$ cat config.mk
export PLATFORM = sky130hd
export DESIGN_NAME = mem_arbiter
export DESIGN_NICKNAME = d
export VERILOG_FILES = /design/src/rtl/mem_arbiter.sv
export SDC_FILE = /design/constraint.sdc
export NUM_CORES = 1
export LEC_CHECK = 0
export ABC_AREA = 1
export BUFFER_PORTS_ARGS = -buffer_cell sky130_fd_sc_hd__clkbuf_2
export CORE_AREA = 5 5 144 146
export CTS_CLUSTER_SIZE = 12
export DETAILED_ROUTE_END_ITERATION = 8
export DIE_AREA = 0 0 149 151
export GPL_TIMING_DRIVEN = 0
export HOLD_SLACK_MARGIN = 0.08
export SLEW_MARGIN = 20
export SYNTH_ARGS = -nofsm -noshare
export SYNTH_HDL_FRONTEND = slang
export SYNTH_SLANG_ARGS = --single-unit
$ cat constraint.sdc
create_clock -name clk -period 1.53 [get_ports clk]
set_clock_uncertainty 0.15 [all_clocks]
set_input_delay 0.153 -clock clk [delete_from_list [all_inputs] [get_ports clk]]
set_output_delay 0.153 -clock clk [all_outputs]
set_load 0.1 [all_outputs]
$ cat src/rtl/mem_arbiter.sv
// ---------------------------------------------------------------------------
// mem_arbiter
//
// Shares one single-port memory between an instruction-fetch requester (IF)
// and a memory-stage load/store requester (MA). MA has fixed priority over
// IF. After an access completes, the other requester is served directly
// from DONE, so a waiting requester is not starved. The requester that was
// just acknowledged is never re-granted from DONE.
//
// Optional feature: define MEM_TIMEOUT_EN to add a wait-cycle counter.
// When the counter reaches TIMEOUT_CYC, the access is aborted. The ack is
// then given together with err, and the read data is returned as zero.
// Without the macro, an access waits for mem_ready indefinitely and err is
// tied to 0.
//
// Ports
//   clk, rst_n           clock, asynchronous active-low reset
//   if_req/if_addr       fetch request (level, held until if_ack)
//   if_rdata/if_ack      fetched word (registered), one-cycle completion pulse
//   ma_rd/ma_wr          load/store request (level, held until ma_ack)
//   ma_addr/ma_wdata     load/store address and store data
//   ma_rdata/ma_ack      load word (registered), one-cycle completion pulse
//   stall_if/stall_ma    requester active and not acked this cycle
//   mem_req/mem_we       memory request and write enable (registered)
//   mem_addr/mem_wdata   memory address and write data (registered)
//   mem_rdata/mem_ready  memory read data and completion
//   err                  one-cycle timeout pulse, coincident with the ack
// ---------------------------------------------------------------------------
module mem_arbiter #(
  parameter int ADDR_W      = 32,
  parameter int DATA_W      = 32,
  parameter int TIMEOUT_CYC = 255
) (
  input  logic              clk,
  input  logic              rst_n,
  input  logic              if_req,
  input  logic [ADDR_W-1:0] if_addr,
  output logic [DATA_W-1:0] if_rdata,
  output logic              if_ack,
  input  logic              ma_rd,
  input  logic              ma_wr,
  input  logic [ADDR_W-1:0] ma_addr,
  input  logic [DATA_W-1:0] ma_wdata,
  output logic [DATA_W-1:0] ma_rdata,
  output logic              ma_ack,
  output logic              stall_if,
  output logic              stall_ma,
  output logic              mem_req,
  output logic              mem_we,
  output logic [ADDR_W-1:0] mem_addr,
  output logic [DATA_W-1:0] mem_wdata,
  input  logic [DATA_W-1:0] mem_rdata,
  input  logic              mem_ready,
  output logic              err
);

  typedef enum logic [1:0] {IDLE, BUSY_IF, BUSY_MA, DONE} state_t;

  state_t            state_q;
  logic              mem_req_q;
  logic              mem_we_q;
  logic [ADDR_W-1:0] mem_addr_q;
  logic [DATA_W-1:0] mem_wdata_q;
  logic              if_ack_q;
  logic              ma_ack_q;
  logic [DATA_W-1:0] if_rdata_q;
  logic [DATA_W-1:0] ma_rdata_q;
  logic              err_q;

  logic ma_any;
  logic grant_ma_d;
  logic grant_if_d;
  logic busy;
  logic tmo_hit;

  assign ma_any = ma_rd | ma_wr;
  assign busy   = (state_q == BUSY_IF) || (state_q == BUSY_MA);

  // In DONE, the ack register tells us who was just served. That requester
  // still holds its request during the ack cycle, so it must be excluded.
  assign grant_ma_d = ma_any &&
                      ((state_q == IDLE) || ((state_q == DONE) && if_ack_q));
  assign grant_if_d = if_req &&
                      (((state_q == IDLE) && !ma_any) ||
                       ((state_q == DONE) && ma_ack_q));

`ifdef MEM_TIMEOUT_EN
  logic [7:0] tmo_cnt_q;

  assign tmo_hit = (tmo_cnt_q == 8'(TIMEOUT_CYC));

  always_ff @(posedge clk or negedge rst_n) begin
    if (!rst_n) begin
      tmo_cnt_q <= '0;
    end else if (grant_ma_d || grant_if_d) begin
      tmo_cnt_q <= '0;
    end else if (busy && !mem_ready && !tmo_hit) begin
      tmo_cnt_q <= tmo_cnt_q + 8'd1;
    end
  end
`else
  logic unused_timeout_cfg;

  assign tmo_hit            = 1'b0;
  assign unused_timeout_cfg = ^TIMEOUT_CYC;
`endif

  always_ff @(posedge clk or negedge rst_n) begin
    if (!rst_n) begin
      state_q     <= IDLE;
      mem_req_q   <= 1'b0;
      mem_we_q    <= 1'b0;
      mem_addr_q  <= '0;
      mem_wdata_q <= '0;
      if_ack_q    <= 1'b0;
      ma_ack_q    <= 1'b0;
      if_rdata_q  <= '0;
      ma_rdata_q  <= '0;
      err_q       <= 1'b0;
    end else begin
      // Acks and err are single-cycle pulses.
      if_ack_q <= 1'b0;
      ma_ack_q <= 1'b0;
      err_q    <= 1'b0;
      case (state_q)
        IDLE, DONE: begin
          if (grant_ma_d) begin
            state_q     <= BUSY_MA;
            mem_req_q   <= 1'b1;
            mem_we_q    <= ma_wr;  // rd+wr together counts as a write
            mem_addr_q  <= ma_addr;
            mem_wdata_q <= ma_wdata;
          end else if (grant_if_d) begin
            state_q     <= BUSY_IF;
            mem_req_q   <= 1'b1;
            mem_we_q    <= 1'b0;
            mem_addr_q  <= if_addr;
            mem_wdata_q <= '0;
          end else begin
            state_q <= IDLE;
          end
        end
        BUSY_IF, BUSY_MA: begin
          // mem_* stay latched here, so request changes are ignored.
          // A real completion takes priority over a timeout in the same cycle.
          if (mem_ready || tmo_hit) begin
            state_q   <= DONE;
            mem_req_q <= 1'b0;
            mem_we_q  <= 1'b0;
            err_q     <= !mem_ready;
            if (state_q == BUSY_IF) begin
              if_ack_q   <= 1'b1;
              if_rdata_q <= mem_ready ? mem_rdata : '0;
            end else begin
              ma_ack_q <= 1'b1;
              if (!mem_we_q) begin
                ma_rdata_q <= mem_ready ? mem_rdata : '0;
              end
            end
          end
        end
        default: state_q <= IDLE;
      endcase
    end
  end

  assign mem_req   = mem_req_q;
  assign mem_we    = mem_we_q;
  assign mem_addr  = mem_addr_q;
  assign mem_wdata = mem_wdata_q;
  assign if_ack    = if_ack_q;
  assign ma_ack    = ma_ack_q;
  assign if_rdata  = if_rdata_q;
  assign ma_rdata  = ma_rdata_q;
  assign err       = err_q;

  assign stall_if = if_req & ~if_ack_q;
  assign stall_ma = ma_any & ~ma_ack_q;

endmodule

* Word level (Yosys, flattened, before mapping) *
Index checks and enable logic that the tools add are counted.
Widths: inputs -> output; s select.

word-level totals
  register bits = 135
  bits in latches = 0
  bits in writable memories = 0
  bits in read-only memories = 0
  input bits = 134
  output and inout bits = 135
  word-level logic and storage cells = 62
  memories = 0

cells by class
  add/sub/neg operators = 0
  $mul = 0
  divide/modulo/power cells = 0
  magnitude comparators = 0
  equal/unequal tests = 5
  shift-type cells = 0
  muxes and demuxes = 23
  bitwise operators = 7
  reduce and logical (&&, ||, !) cells = 17

operators with widths
  operator            count
  $mux 32             4
  $mux 1              14
  $logic_and 1x1->1   5
  $eq 2x2->1 const B  2
  $mux 2              2
  $not 1->1           4
  $pmux 1 s2          2
  $pmux 2 s2          1
  $reduce_and 2->1    2
  $reduce_and 4->1    1
  $reduce_or 2->1     2
  $ne 3x3->1 const B  1
  $reduce_and 3->1    1
  $and 1x1->1         2
  $eq 2x1->1 const B  1
  $logic_not 1->1     2
  $logic_not 2->1     1
  $logic_or 1x1->1    2
  $ne 2x2->1 const B  1
  $reduce_bool 2->1   1
  $or 1x1->1          1

* Longest topological paths before layout *
Gate-level depths: netlist (run 1).

  depth after elaboration = 8
  mapped depth = 10
  gate-level depth less buffers = 9

* Worst setup path after synthesis (run 1) *
OpenSTA, ideal clock, no wires.

  path kind = register -> output
  start = reg if_ack_q (netlist: if_ack)
  end = out stall_if
  data arrival time = 2.156 ns
  setup slack = -0.929 ns
  stages on the path, launching flop included = 2
  path buffers = 0
  cells stage by stage = dfrtp_1 nor2_1

between the ends
  longest elaborated chain between the ends = 2

ends and longest elaborated chain
  item                      RTL line  text
  start: declaration        64        logic if_ack_q;
  start signal: assignment  115       if_ack_q <= 1'b0;
  start signal: assignment  122       if_ack_q <= 1'b0;
  start signal: assignment  152       if_ack_q <= 1'b1;
  $not 1->1                 177       assign stall_if = if_req & ~if_ack_q;
  $and 1x1->1               177
  end: declaration          46        output logic stall_if,

No other way between the ends.

* Worst setup path in the final report (run 1) *
  start = reg state_q[1]
  end = reg mem_addr_q[16] (netlist: mem_addr[16])

between the ends
  longest elaborated chain between the ends = 6

ends and longest elaborated chain
  item                                           RTL line    text
  start: declaration                             59          state_t state_q;
  start signal: assignment                       110         state_q <= IDLE;
  start signal: assignment                       128         state_q <= BUSY_MA;
  start signal: assignment                       134         state_q <= BUSY_IF;
  $eq 2x2->1 or $logic_not 2->1 (tied branches)  n/a
  $logic_and 1x1->1 (on tied branches)           82, 84, 85
  $logic_or 1x1->1 (on tied branches)            82, 84
  $logic_and 1x1->1 (on tied branches)           81, 83
  $reduce_bool 2->1 (no source line)             n/a
  $reduce_and 2->1 (no source line)              n/a
  end signal: assignment                         131         mem_addr_q <= ma_addr;
  end signal: assignment                         137         mem_addr_q <= if_addr;
  end: declaration                               62          logic [ADDR_W-1:0] mem_addr_q;

Parallel ways exist; a longest one is shown, timed or not.
A chain may end at the register's enable or synchronous reset.

==> results of run 1 <==
==> layout make-up <==
type / count / area [um^2]
multi-input combinational: 449 / 2200
inverter: 41 / 159
fill: 1711 / 8920
clock inverter: 15 / 184
timing repair buffer: 414 / 3200
sequential: 134 / 3360
buffer: 40 / 484
tap: 265 / 332
clock buffer: 17 / 425
==> path summary, 6_finish.rpt <==
path,start,to,slack [ns],cells past startpoint
max,state_q[1]$_DFFE_PN0P_,mem_addr[16]$_DFFE_PN0P_,-0.20,9
min,rst_n,ma_rdata[28]$_DFFE_PN0P_,0.11,2
max reg2reg,state_q[1]$_DFFE_PN0P_,mem_addr[16]$_DFFE_PN0P_,-0.20,9
min reg2reg,if_rdata[11]$_DFFE_PN0P_,if_rdata[11]$_DFFE_PN0P_,0.34,2
max in group asynchronous,rst_n,mem_addr[28]$_DFFE_PN0P_,0.35,3
min in group clk,ma_rd,state_q[0]$_DFFE_PN0P_,0.15,6
==> cells by family after synthesis <==
kind of cell / Yosys count / synth area share
other: 1 / 0.000664
AOI/OAI and AO/OA: 70 / 0.0660
and+or+nand+nor: 374 / 0.264
adders and majority gates: 3 / 0.00665
DFF: 134 / 0.594
buffers and inverters: 81 / 0.0685
==> registers in the layout, indices dropped and copies added, names as in the netlist, 2 cells and up <==
register / count
ma_rdata: 32
if_rdata: 32
state_q: 2
mem_addr: 32
mem_wdata: 32
==> cells in the mapped netlist (all sizes together) <==
master and number:
nand3 67, buf 28, dfrtp 134, nand2 302, clkbuf 12, a22oi 1
ha 3, o21ai 66, inv 41, nor2 5, o31ai 1, a21oi 1
o21a 1, conb 1
==> through the flow <==
stage / hold slack (ns) / setup WS (ns) / TNS (ns) / area [um^2]
after floorplan: -0.293 / -0.184 / -12.05 / 5750
after global placement: 0.207 / -2.67 / -330.81 / 7410
after detailed placement: 0.00194 / -0.506 / -43.17 / 7450
after CTS: 0.113 / -0.166 / -16.08 / 10200
after global routing: 0.144 / -0.273 / -29.95 / 10400
final: 0.108 / -0.200 / -18.72 / 10400
==> what timing repair did <==
| item | CTS | global route |
|---|---|---|
| hold buffers | 132 | 0 |
| endpoints found under the hold margin | 266 | 0 |
| gates cloned | 3 | 0 |
| endpoints found under the setup margin | 266 | 134 |
| buffers inserted | 12 | 0 |
| gates resized for setup | 218 | 54 |
| pin swaps | 8 | 5 |
==> layer usage <==
metal	share of wire	track usage	up-vias
met3	0.092	0.0721	40
met5	0	0	-
met4	0.024	0.0686	0
met1	0.40	0.224	2856
li1	-	-	2956
met2	0.48	0.330	259
==> worst register-to-register path, cell delays in order, from the launching register on <==
cell and delay [ns]:
dfrtp_1 0.42, inv_2 0.11, ha_4 0.14, inv_2 0.05, a21oi_4 0.18, nand2_4 0.12, buf_12 0.17, buf_6 0.14
nand3_1 0.08, nand2_1 0.06
==> impl_results.md, run 1 <==
* H-tree levels at 4
* Clock buffer count from CTS at 17
* Vias in the first global route at roughly 6500
* Ports at roughly 270
* Cells after synthesis at approximately 660
* Max-cap viol count at 0
* Clock Latency Late Sink at 0.41 ns
* Synthesis warning total at 0
* 1st-iter DRT viols at ~200
* Mean Syn Cell Area at 8.52 um^2
* Largest net degree at the start of global routing at 80
* Die area at between 0.02 and 0.025 mm^2
* Startpoint Class: flop
* CP bufs+invs at 4
* Synth area leader: dfrtp_1
* Max clock buf depth at 2
* Top cells by area, synth: dfrtp_1 (59%), nand2_1 (20%), nand3_1 (5.9%), o21ai_0 (5.8%), inv_1 (2.7%)
* Via Count at about 6100
* PortBufs at approximately 270
* #FFs+latches synth at 134
* Global Route Usage Sum at 0.194
* Gr ovfl total at 0
* Most common cell after layout, fill and taps aside: nand2_1
* Root Buffer: clkbuf_16
* Syn nets at 800
* Worst path arrival time at between 1.5 and 2 ns
* Die H at approximately 150 um
* Total wire length at 21500 um
* Clock-pin slew on the worst setup and hold paths at about 0.06 ns
* GP Congestion at 0.742
* CP max stage cell: dfrtp_1
* Die Wd at 149 um
* Critical Path End Type: flop
* Yosys cell types at 20
* Antenna diodes at 0
* Critical path class: flop to flop
* F_max at between 0.5 and 0.6 GHz
* DRT Pass-1 Iters at 7
* First-pass GRT wire length at approximately 34000 um
* Cell mode on critical path: inv_2
* Core area at just under 0.02 mm^2
* RSZ-0062 raised after global routing: yes
* Status: finished, violations left
* Crit Path Max Fanout at 10
* CP peak stage delay at approximately 0.42 ns
* Top delay family on crit path: buffers and inverters
* Synth-to-layout area growth at 83.3%
* Initial Utilization at 0.293
* Max-slew violation count at 0
* Dpl cells at about 1200
* DR DRC count at 0
* Hold Crit Class: input port to asynchronous set/reset pin
* CTS tree: done
* Mapped cell area at approximately 0.0056 mm^2
* Sequential share of the synthesized area at 0.594
* Final ANT Viol Nets at 0
* Share of post-route cells with drive strength above 1 at 0.380
* Area share of the leading cell type in the synthesized netlist at 0.594
* Commonest cells after routing, fill and taps aside: nand2_1 (277), clkbuf_4 (135), clkbuf_2 (133), dlygate4sd3_1 (132), dfrtp_1 (130)
* Via-to-Cell Ratio at around 4.4
* Worst Path Required at approximately 1.7 ns
* Placed wire-length estimate at ~14000 um
* Drt wl/cell at between 15 and 20 um
* Worst-path cell chain: inv_2 -> ha_4 -> inv_2 -> a21oi_4 -> nand2_4 -> buf_12 -> buf_6 -> nand3_1 -> nand2_1
* Tcrit/Tclk final at 1.13
* Post-route minimum period at between 1.5 and 2 ns
* Failing checks: setup timing
* Non-Filler Instances at 1375
* Nets at roughly 1200
* Final setup vio count at 130
* Clock net sink count at about 130
* Final hold viol count at 0
* Fin worst setup slack at -0.200 ns
* Initial antenna violation count at 0
* Final Util at 0.537
* Rows at 51
Power of run 1 is not shown: default switching activity piles up to over one toggle a cycle in this logic, so the estimate is an artifact.
==> run 2, diff against run 1 <==
--- a/config.mk
+++ b/config.mk
@@ -7,13 +7,13 @@
 export LEC_CHECK = 0
 export ABC_AREA = 1
 export BUFFER_PORTS_ARGS = -buffer_cell sky130_fd_sc_hd__clkbuf_2
-export CORE_AREA = 5 5 144 146
+export CORE_AREA = 5 5 184 115
 export CTS_CLUSTER_SIZE = 12
 export DETAILED_ROUTE_END_ITERATION = 8
-export DIE_AREA = 0 0 149 151
+export DIE_AREA = 0 0 189 120
 export GPL_TIMING_DRIVEN = 0
 export HOLD_SLACK_MARGIN = 0.08
-export SLEW_MARGIN = 20
+export SLEW_MARGIN = 40
 export SYNTH_ARGS = -nofsm -noshare
 export SYNTH_HDL_FRONTEND = slang
 export SYNTH_SLANG_ARGS = --single-unit
==> run 2 against run 1 <==
- the flow still finishes with violations (setup timing)
- cell count grew 0.51%
- critical path depth is the same
- first-iteration DRC count up 100%
- routed wire length rose by 6.9%
- non-clock buffer count rose by 20
- sequential share of layout area fell by 1.1 points
- cell area increased by 3.5%
- count of clock-buffer cells in the layout is 2 higher
- register-to-register slack worse by 0.05 ns
- fmax fell by 2.7%
- die area grew 0.80%
- largest cell class unchanged
==> impl_results.md, run 2 (synthesized netlist as in run 1, its figures left out) <==
* Rows at 40
* Sequential Area at ~0.0034 mm^2
* Post-route minimum period at between 1.5 and 2 ns
* Status: finished, violations left
* Hold Crit Class: input port to flop
* Multi-input logic area at 0.00226 mm^2
* Hold path depth at 5
* Initial Utilization at 0.290
* Core area at between 0.015 and 0.02 mm^2
* Via-to-Cell Ratio at roughly 4.5
* Final hold viol count at 0
* Share of post-route cells with drive strength above 1 at 0.396
* Initial antenna violation count at 0
* Placed wire-length estimate at 14000 um
* Die area at 0.0227 mm^2
* Commonest cells after routing, fill and taps aside: nand2_1 (272), dlygate4sd3_1 (133), clkbuf_2 (132), clkbuf_4 (130), dfrtp_1 (130)
* R2R cell count at 9
* Final Instance Area at around 0.011 mm^2
* CP peak stage delay at roughly 0.40 ns
* Max clock buf depth at 2
* Antenna diodes at 0
* Failing checks: setup timing
* Most common cell after layout, fill and taps aside: nand2_1
* Tcrit/Tclk final at 1.16
* Reg2reg setup slack at -0.25 ns
* H-tree levels at 4
* Max-cap viol count at 0
* Clock buffer count from CTS at 17
* Critical Path End Type: flop
* Total wire length at 23000 um
* Startpoint Class: flop
* Nets at roughly 1300
* Crit Path Max Fanout at 5
* Root Buffer: clkbuf_16
* Synth-to-layout area growth at 89.7%
* RSZ-0062 raised after global routing: yes
* Fin worst setup slack at -0.248 ns
* Clock-pin slew on the worst setup and hold paths at approximately 0.06 ns
* PortBufs at 267
* 1st-iter DRT viols at 405
* CTS tree: done
* F_max at approximately 0.56 GHz
* DRT Pass-1 Iters at 5
* Clock Latency Late Sink at around 0.41 ns
* Global Route Usage Sum at 0.195
* GP Congestion at 0.848
* Die H at 120 um
* Max-slew violation count at 0
* DR DRC count at 0
* Largest net degree at the start of global routing at 67
* Critical path class: flop to flop
* Vias in the first global route at between 6000 and 7000
* First-pass GRT wire length at between 30000 and 40000 um
* Worst Path Required at between 1.5 and 2 ns
* Worst-path cell chain: inv_2 -> ha_4 -> nand2_4 -> nor2_4 -> buf_12 -> nand2_8 -> clkbuf_16 -> nand2_4 -> o21ai_2
* Die Wd at between 150 and 200 um
* Drt wl/cell at roughly 17 um
* Dpl cell area at around 0.0075 mm^2
* Final-layout fill cell count at 1660
* Gr ovfl total at 0
* Ports at roughly 270
* CP max stage cell: dfrtp_1
* Clock net sink count at around 130
* Worst path arrival time at 1.92 ns
* Final setup vio count at approximately 130
* Cell mode on critical path: nand2_4
* Via Count at around 6200
* Final ANT Viol Nets at 0
==> run 2: cell count changes in the layout (fill, tap and decap cells not counted), sizes merged <==
| cell | before | now |
|---|---|---|
| clkbuf | 295 | 298 |
| bufinv | 2 | 1 |
| nand2 | 303 | 304 |
| inv | 50 | 47 |
| buf | 44 | 62 |
| dlygate4sd3 | 132 | 133 |
| clkinvlp | 2 | 3 |
==> run 2: timing repair <==
| action | 4_1_cts | 5_1_grt |
|---|---|---|
| buffers inserted | 13 | 8 |
| gates cloned | 9 | 5 |
| endpoints found under the hold margin | 267 | 0 |
| hold buffers | 133 | 0 |
| resized for setup | 247 | 72 |
| pin swaps | 8 | 6 |
| endpoints found under the setup margin | 263 | 203 |
==> run 2: final cells by class <==
type	count	area share
Buffer	39	0.0541
Clock buffer	19	0.0413
Clock inverter	12	0.0107
Inverter	41	0.0151
Multi-Input combinational cell	450	0.211
Sequential cell	134	0.314
Tap cell	252	0.0294
Timing Repair Buffer	435	0.325
==> run 2: path summary, 6_finish.rpt <==
path | from | endpoint
setup / recovery | state_q[1]$_DFFE_PN0P_ | ma_rdata[18]$_DFFE_PN0P_
hold / removal | if_req | mem_addr[1]$_DFFE_PN0P_
setup reg to reg | state_q[1]$_DFFE_PN0P_ | ma_rdata[18]$_DFFE_PN0P_
hold reg to reg | if_rdata[27]$_DFFE_PN0P_ | if_rdata[27]$_DFFE_PN0P_
max in group asynchronous | rst_n | mem_addr[30]$_DFFE_PN0P_
min in group asynchronous | rst_n | if_rdata[26]$_DFFE_PN0P_
==> run 2: per-stage QoR <==
stage	TNS, ns	instances	hold WS (ns)	setup WS, ns	utilization
floorplan	-12.05	663	-0.293	-0.184	-
global placement	-333.65	1182	0.204	-2.70	0.380
detailed placement	-40.34	1184	-0.0911	-0.426	0.383
CTS	-16.79	1369	0.0980	-0.210	0.531
global route	-31.80	1382	0.159	-0.344	0.550
finish	-22.16	1382	0.153	-0.248	0.550
==> run 2: routing by layer <==
| layer | GRT usage | share of wire | up-vias |
|---|---|---|---|
| met5 | 0 | 0 | - |
| met4 | 0.0546 | 0.014 | 0 |
| met3 | 0.0512 | 0.067 | 29 |
| met2 | 0.297 | 0.45 | 234 |
| met1 | 0.275 | 0.47 | 2935 |
| li1 | - | - | 3006 |
==> run 2: critical path: cells and delay by family (launching register included) <==
| family | cells | cell delay, ns |
|---|---|---|
| and+or+nand+nor | 4 | 0.35 |
| adders and majority gates | 1 | 0.30 |
| AOI/OAI and AO/OA | 1 | 0.05 |
| buffers and inverters | 3 | 0.42 |
| DFF | 1 | 0.40 |
Power of run 2 is left out for the same reason.
==> run 3, diff against run 2 <==
--- a/config.mk
+++ b/config.mk
@@ -13,6 +13,7 @@
 export DIE_AREA = 0 0 189 120
 export GPL_TIMING_DRIVEN = 0
 export HOLD_SLACK_MARGIN = 0.08
+export SETUP_SLACK_MARGIN = 0.05
 export SLEW_MARGIN = 40
 export SYNTH_ARGS = -nofsm -noshare
 export SYNTH_HDL_FRONTEND = slang
==> run 3 against run 2 <==
- the flow still finishes with violations (setup timing)
- fmax fell by 0.40%
- register-to-register slack is essentially flat
- count of clock-buffer cells in the layout shrank 1
- flip-flop and latch count unchanged
- cell area fell by 0.75%
- hold slack got worse by 0.095 ns
- critical path depth unchanged
- sequential share of layout area increased by 0.24 points
- routed wire length shrank 3.6%
- non-clock buffer count down 9
==> impl_results.md, run 3 (synthesized netlist as in run 1, its figures left out) <==
* Status: finished, violations left
* Failing checks: setup timing
* 1st-iter DRT viols at between 300 and 400
* Ports at between 200 and 300
* Detailed-routing wirelength on met1 at approximately 10000 um
* Clock Latency Late Sink at between 0.4 and 0.5 ns
* Worst path arrival time at around 1.9 ns
* Final setup vio count at about 120
* Clock net sink count at around 130
* Worst Path Required at approximately 1.7 ns
* TNS Setup at -20.66 ns
* Length of routed met2 wiring at about 9800 um
* Cell mode on critical path: inv_2
* R2R cell count at 9
* Share of post-route cells with drive strength above 1 at 0.386
* Global Route Usage Sum at 0.179
* Rows at 40
* Fin worst setup slack at -0.255 ns
* CP Depth at 9
* CTS tree: done
* Max clock buf depth at 2
* Crit Path Max Fanout at 8
* Via-to-Cell Ratio at approximately 4.5
* Top delay family on crit path: buffers and inverters
* GP Congestion at about 0.81
* Die Wd at about 190 um
* DR top layer: met4
* Startpoint Class: flop
* Root Buffer: clkbuf_16
* CP max stage cell: dfrtp_1
* F_max at around 0.56 GHz
* Gr ovfl total at 0
* Max-slew violation count at 0
* First-pass GRT wire length at 32700 um
* Drt wl/cell at around 16 um
* DR DRC count at 0
* Tcrit/Tclk final at 1.17
* Total wire length at 22200 um
* Vias in the first global route at 6183
* Die H at 120 um
* CP bufs+invs at 4
* CP peak stage delay at roughly 0.42 ns
* Max-cap viol count at 0
* Critical path class: flop to flop
* Largest net degree at the start of global routing at 67
* Final ANT Viol Nets at 0
* DRT Pass-1 Iters at 5
* Final hold viol count at 0
* Most common cell after layout, fill and taps aside: nand2_1
* Reg2reg setup slack at -0.26 ns
* Hold Crit Class: input port to asynchronous set/reset pin
* Clock buffer count from CTS at 17
* Placed wire-length estimate at around 14000 um
* PortBufs at 267
* Post-route minimum period at approximately 1.8 ns
* Die area at about 0.023 mm^2
* Reg-to-reg endpoint: mem_addr[30]$_DFFE_PN0P_
* Synth-to-layout area growth at 88.3%
* Core area at a little under 0.02 mm^2
* Worst-path cell chain: inv_2 -> ha_4 -> inv_2 -> a21oi_4 -> nand2_4 -> buf_12 -> clkbuf_16 -> nand3_1 -> nand2_1
* Nets at between 1000 and 1500
* Clock-pin slew on the worst setup and hold paths at about 0.06 ns
* RSZ-0062 raised after global routing: yes
* Met3 WL at ~1900 um
* Initial antenna violation count at 0
* Initial Utilization at 0.290
* Critical Path End Type: flop
* FF-to-FF Start: state_q[1]$_DFFE_PN0P_
* Commonest cells after routing, fill and taps aside: nand2_1 (289), dlygate4sd3_1 (133), clkbuf_2 (132), dfrtp_1 (130), clkbuf_4 (125)
* Antenna diodes at 0
* Via Count at roughly 6200
* H-tree levels at 4
==> run 3: cell types whose count changed in the layout (fill, tap and decap cells not counted), moves of 5 or more <==
cell | previous run | this run
nand2_1 | 272 | 289
buf_8 | 9 | 15
buf_6 | 28 | 20
nand3_2 | 15 | 34
o21ai_2 | 9 | 4
clkbuf_4 | 130 | 125
nand2_2 | 23 | 7
nand3_1 | 51 | 33
==> run 3: worst max-delay path by stage <==
stage	start	to	slack, ns
4_1_cts	state_q[0]$_DFFE_PN0P_	mem_addr[23]$_DFFE_PN0P_	-0.21
2_1_floorplan	if_ack$_DFF_PN0_	mem_addr[14]$_DFFE_PN0P_	-0.18
6_report	state_q[1]$_DFFE_PN0P_	mem_addr[30]$_DFFE_PN0P_	-0.26
3_5_place_dp	state_q[0]$_DFFE_PN0P_	if_rdata[16]$_DFFE_PN0P_	-0.38
5_1_grt	state_q[1]$_DFFE_PN0P_	mem_wdata[30]$_DFFE_PN0P_	-0.31
3_3_place_gp	rst_n	if_ack$_DFF_PN0_	-2.66
==> run 3: layout make-up <==
class | count | area (um^2)
buffer | 40 | 500
clock buffer | 18 | 429
timing repair buffer | 425 | 3460
tap | 252 | 315
sequential | 134 | 3360
multi-input combinational | 449 | 2240
inverter | 41 | 159
clock inverter | 13 | 173
fill | 1648 | 8840
==> run 3: worst reg2reg max path: stages, from the launching register on <==
cell and delay, ns:
dfrtp_1 0.42, inv_2 0.11, ha_4 0.14, inv_2 0.04, a21oi_4 0.19, nand2_4 0.14, buf_12 0.19, clkbuf_16 0.16
nand3_1 0.08, nand2_1 0.05
==> run 3: per-layer routing <==
metal / GRT usage / vias to the layer above
li1: - / 2979
met1: 0.248 / 2877
met2: 0.267 / 273
met3: 0.0573 / 35
met4: 0.0587 / 0
met5: 0 / -
==> run 3: stage by stage <==
| step | utilization | setup slack [ns] | hold slack [ns] | std cells | area, um^2 |
|---|---|---|---|---|---|
| 6_report | 0.546 | -0.255 | 0.0581 | 1372 | 10600 |
| 2_1_floorplan | - | -0.184 | -0.293 | 663 | 5750 |
| 5_1_grt | 0.546 | -0.313 | 0.0507 | 1372 | 10600 |
| 3_3_place_gp | 0.380 | -2.66 | 0.203 | 1182 | 7400 |
| 3_5_place_dp | 0.384 | -0.376 | -0.0909 | 1184 | 7470 |
| 4_1_cts | 0.501 | -0.214 | 0.0325 | 1353 | 9760 |
==> run 3: timing repair <==
| action | 4_1_cts | 5_1_grt |
|---|---|---|
| hold buffers | 132 | 1 |
| hold endpoints to repair | 267 | 25 |
| cloned | 2 | 9 |
| setup buffers | 4 | 9 |
| resized for setup | 103 | 277 |
| setup endpoints to repair | 267 | 218 |
| pin swaps | 5 | 15 |
Power of run 3 is left out for the same reason.
